### src/rtl/branch_target_predictor.sv
// Direct-mapped branch target buffer with 2-bit prediction state per entry,
// combinational fetch-stage lookup and resolved-branch / misprediction counters.
module branch_target_predictor #(
   parameter int NENT = 16
) (
   input  logic        CLK,
   input  logic        RST,
   input  logic [31:0] if_pc,
   output logic        pred_hit,
   output logic        pred_taken,
   output logic [31:0] pred_npc,
   input  logic        upd_en,
   input  logic [31:0] upd_pc,
   input  logic        upd_taken,
   input  logic [31:0] upd_target,
   input  logic        upd_mispred,
   input  logic        flush_all,
   output logic [15:0] br_cnt,
   output logic [15:0] mis_cnt
);
   localparam int IW = $clog2(NENT);
   localparam int TW = 30 - IW;

   typedef enum logic [1:0] {NH = 2'b00, NS = 2'b01, TH = 2'b10, TS = 2'b11} bpred_t;

   logic          r_valid [NENT];
   logic [TW-1:0] r_tag   [NENT];
   logic [31:0]   r_tgt   [NENT];
   bpred_t        r_st    [NENT];
   logic [15:0]   r_br;
   logic [15:0]   r_mis;

   logic [IW-1:0] w_lidx, w_uidx;
   logic [TW-1:0] w_ltag, w_utag;
   logic          w_uhit;

   // Taken walks NH->NS->TS->TH; not-taken walks the same ladder backwards.
   function automatic bpred_t f_step(input bpred_t s, input logic t);
      bpred_t n;
      n = s;
      if (t) begin
         case (s)
            NH:      n = NS;
            NS:      n = TS;
            default: n = TH;
         endcase
      end else begin
         case (s)
            TH:      n = TS;
            TS:      n = NS;
            default: n = NH;
         endcase
      end
      return n;
   endfunction

   assign w_lidx = if_pc[IW+1:2];
   assign w_ltag = if_pc[31:IW+2];
   assign w_uidx = upd_pc[IW+1:2];
   assign w_utag = upd_pc[31:IW+2];
   assign w_uhit = r_valid[w_uidx] && (r_tag[w_uidx] == w_utag);

   assign pred_hit   = !RST && r_valid[w_lidx] && (r_tag[w_lidx] == w_ltag);
   assign pred_taken = pred_hit && r_st[w_lidx][1];
   assign pred_npc   = pred_taken ? r_tgt[w_lidx] : if_pc + 32'd4;

   always_ff @(posedge CLK or posedge RST) begin
      if (RST) begin
         for (int i = 0; i < NENT; i++) begin
            r_valid[i] <= 1'b0;
            r_tag[i]   <= '0;
            r_tgt[i]   <= '0;
            r_st[i]    <= NH;
         end
      end else if (flush_all) begin
         for (int i = 0; i < NENT; i++) begin
            r_valid[i] <= 1'b0;
            r_st[i]    <= NH;
         end
      end else if (upd_en) begin
         if (w_uhit) begin
            r_st[w_uidx] <= f_step(r_st[w_uidx], upd_taken);
            if (upd_taken) r_tgt[w_uidx] <= upd_target;
         end else if (upd_taken) begin
            r_valid[w_uidx] <= 1'b1;
            r_tag[w_uidx]   <= w_utag;
            r_tgt[w_uidx]   <= upd_target;
            r_st[w_uidx]    <= TS;
         end
      end
   end

   // Counters are independent of flush_all and saturate at all-ones.
   always_ff @(posedge CLK or posedge RST) begin
      if (RST) begin
         r_br  <= '0;
         r_mis <= '0;
      end else if (upd_en) begin
         if (r_br != 16'hFFFF) r_br <= r_br + 16'd1;
         if (upd_mispred && r_mis != 16'hFFFF) r_mis <= r_mis + 16'd1;
      end
   end

   assign br_cnt  = r_br;
   assign mis_cnt = r_mis;
endmodule

### config.mk
export PLATFORM = sky130hd
export DESIGN_NAME = branch_target_predictor
export DESIGN_NICKNAME = d
export VERILOG_FILES = /design/src/rtl/branch_target_predictor.sv
export SDC_FILE = /design/constraint.sdc
export NUM_CORES = 2
export LEC_CHECK = 0
export CORE_UTILIZATION = 55
export DETAILED_ROUTE_END_ITERATION = 8
export PLACE_DENSITY = 0.73
export SYNTH_ARGS = -nofsm -noshare
export SYNTH_HDL_FRONTEND = slang
export SYNTH_SLANG_ARGS = --single-unit
### constraint.sdc
create_clock -name CLK -period 97.9 [get_ports CLK]
set_clock_uncertainty 0.05 [all_clocks]
set_input_delay 14.685 -clock CLK [delete_from_list [all_inputs] [get_ports CLK]]
set_output_delay 14.685 -clock CLK [all_outputs]
set_load 0.02 [all_outputs]
==> flow_metrics.py <==
metrics = {
    "power": {
        "p_per_area_mw_per_mm2": 18.88,
        "ir_drop_mv": 0.01517,
        "cellLeakagePower_uw": 0.02640,
        "fin_total_pwr_uw": 1106,
    },
    "die": {
        "start_util": 0.5589,
        "ios": 168,
        "die-height_um": 310.9,
        "row_count": 112,
        "die_w_um": 310.9,
        "die_area_mm2": 0.09664,
        "core_mm2": 0.09389,
    },
    "drt": {
        "drt_iter0_drc": 3309,
        "dr.pass1.iters": 5,
        "ant_nets": 0,
        "vias_per_cell": 6.499,
        "wl_um": 143800,
        "vias": 32810,
        "drc": 0,
        "wire_per_inst_um": 28.47,
    },
    "clock_tree": {
        "htreeDepth": 3,
        "clock_latency_ps": 720,
        "post_cts_buffers": 0,
        "cts.sinks": 1008,
        "clk_path_buf_depth": 3,
        "cts_tree": "done",
        "cts-root-buf": "clkbuf_16",
        "cts_made_buffers": 107,
        "postCtsHoldBufs": 0,
        "cts.repair.resized": 0,
        "clkTransAtPathRegs_ps": 60,
    },
    "synth": {
        "yosys-top-cells-area": "dfrtp_1 48%, mux4_2 16%, mux2_2 15%",
        "synth_cell_types": 61,
        "synth_top_cell_area_share": 0.4807,
        "ys_seq_area_frac": 0.4807,
        "async_reset_ff_frac": 1.000,
        "ys_seq_elements": 1008,
        "synth_area_mm2": 0.05247,
        "synthFlopType": "dfrtp_1",
        "syn_area_per_cell_um2": 14.28,
        "ys_warn_count": 0,
        "synth_top_area_cell": "dfrtp_1",
        "synth_edf_count": 0,
        "synth_fp_nets": 3779,
        "syn_inst": 3674,
    },
    "critical_path": {
        "regToRegStartpoint": "r_tag[115]",
        "cp-end-kind": "primary output",
        "cp-start-kind": "primary input",
        "critPathMaxFanout": 48,
        "worst-setup-path-type": "in2out",
        "ff2ff_path_depth": 10,
        "critPathRequiredTime_ps": 83170,
        "crit_start": "if_pc[2]",
        "worstPathArrival_ps": 20210,
    },
    "timing": {
        "fin_crit_sh": 0.3569,
        "tns_ps": 0,
        "max_freq_mhz": 28.62,
        "worst_pin_slew_ps": 1230,
        "hold_ws_ps": 423.6,
        "period_minus_slack_ps": 34940,
        "slew_headroom": 0.1784,
        "maxSlewViolCount": 0,
        "setup_viol": 0,
        "hold_viol": 0,
        "rsz0062_at_grt": "no",
    },
    "grt": {
        "grt_pass1_wl_um": 219500,
        "grt-ovfl-total": 0,
        "grt_max_degree": 177,
        "track_usage": 0.3009,
        "antenna_found_initial": 10,
        "grt_pass1_vias": 33950,
    },
    "placed_design": {
        "gp_congestion": 0.8772,
        "io_buffers": 165,
        "dp_hpwl_um": 83120,
        "place_area_mm2": 0.05489,
    },
    "worst_hold_path": {
        "hold-path-cell-count": 2,
        "hold_start": "r_tgt[334]",
        "hp-class": "reg2reg",
    },
    "final_layout": {
        "final_cell_mix": "1008 x dfrtp_1, 696 x mux2_2, 369 x nand2_1",
        "drive_gt1_frac": 0.4089,
        "syn_to_final_growth_pct": 11.61,
        "fillCellCount": 7004,
        "final_core_util": 0.6237,
        "final_common_cell": "dfrtp_1",
        "finalInstanceArea_mm2": 0.05856,
        "fin_nets": 3812,
    },
    "status": {
        "outcome": "finished, final reports clean",
    },
    "job": {
        "cap_violations": 0,
    },
}
Yosys cell counts, types with 6 or more instances:
cell	instances
nor2b_1	38
nand2_1	380
nor4b_1	6
buf_1	29
inv_1	46
mux2_4	190
mux2_2	696
nand2b_1	11
o22ai_1	8
xor2_1	47
a221oi_1	6
nor2_1	48
buf_2	44
a21oi_4	8
o21ai_0	23
a211oi_1	24
and2_1	8
a22oi_1	20
nand4_1	14
clkbuf_1	189
xnor2_1	61
mux4_2	366
a21oi_1	29
dfrtp_1	1008
nor4_1	10
nor3_1	14
and3_1	14
buf_4	26
buf_6	26
a21o_1	18
a41o_1	16
and4_1	7
o221ai_1	18
nand3_1	44
mux2i_1	126
per-stage QoR:
stage / instances / setup WS [ps]
final: 5049 / 62960
after global routing: 5049 / 62410
after CTS: 5047 / 62830
after detailed placement: 4852 / 62860
after global placement: 4852 / 62880
after floorplan: 3674 / 44190
metal layers:
| metal | global-route usage | up-vias | share of wire |
|---|---|---|---|
| met5 | 0 | - | 0.00059 |
| met3 | 0.06598 | 341 | 0.079 |
| met4 | 0.1139 | 14 | 0.039 |
| met1 | 0.4186 | 17480 | 0.41 |
| li1 | - | 13680 | - |
| met2 | 0.4655 | 1306 | 0.47 |
power breakdown:
group	leakage (uW)	switching (uW)	internal [uW]
combinational	0.0112	76.5	102
clock	0.00180	175	247
sequential	0.0134	35.6	470
total	0.0264	287	818
cell type report:
type | count | area [um2] | area share
Antenna cell | 2 | 5.005 | 0.00008546
Clock buffer | 154 | 3134 | 0.05352
Clock inverter | 41 | 538.0 | 0.009187
Inverter | 47 | 183.9 | 0.003141
Multi-Input combinational cell | 2304 | 25650 | 0.4380
Sequential cell | 1008 | 25220 | 0.4307
Tap cell | 1254 | 1569 | 0.02679
Timing Repair Buffer | 239 | 2261 | 0.03861
worst max-delay path, cell delays in order:
cell,delay [ps]
buf_8,390
buf_4,810
buf_4,910
mux4_2,600
a211oi_1,290
a21oi_1,130
xor2_1,190
nor4_1,250
nand3_1,130
nor3_2,130
buf_4,530
mux2i_1,360
clkdlybuf4s50_1,670
final timing paths:
check                           slack, ps          end
worst max-delay path                62960  pred_npc[2]
worst min register to register        420   r_tgt[334]
worst max register to register      92880   r_tag[241]
worst min-delay path                  420   r_tgt[334]
max in group asynchronous           80080   r_tgt[399]
min in group asynchronous           14380   r_tag[375]
sequential cells by signal, indices dropped and copies added (netlist names):
name and flops:
r_valid 16, r_tag 416, mis_cnt 16, r_st 32, r_tgt 512, br_cnt 16
cell families (layout without fill, tap and decap cells):
logic type,Yosys count,in the layout,synth area share
adder cells (fa/ha/maj),3,3,0.0007154
buffers and inverters,362,481,0.03283
AO/OA/AOI/OAI,212,212,0.03191
AND/OR/NAND/NOR,603,603,0.05093
multiplexers,1378,1378,0.3849
other,0,2,0
XOR/XNOR,108,108,0.01803
flip-flops,1008,1008,0.4807
Power figures use the tool's default switching activity.
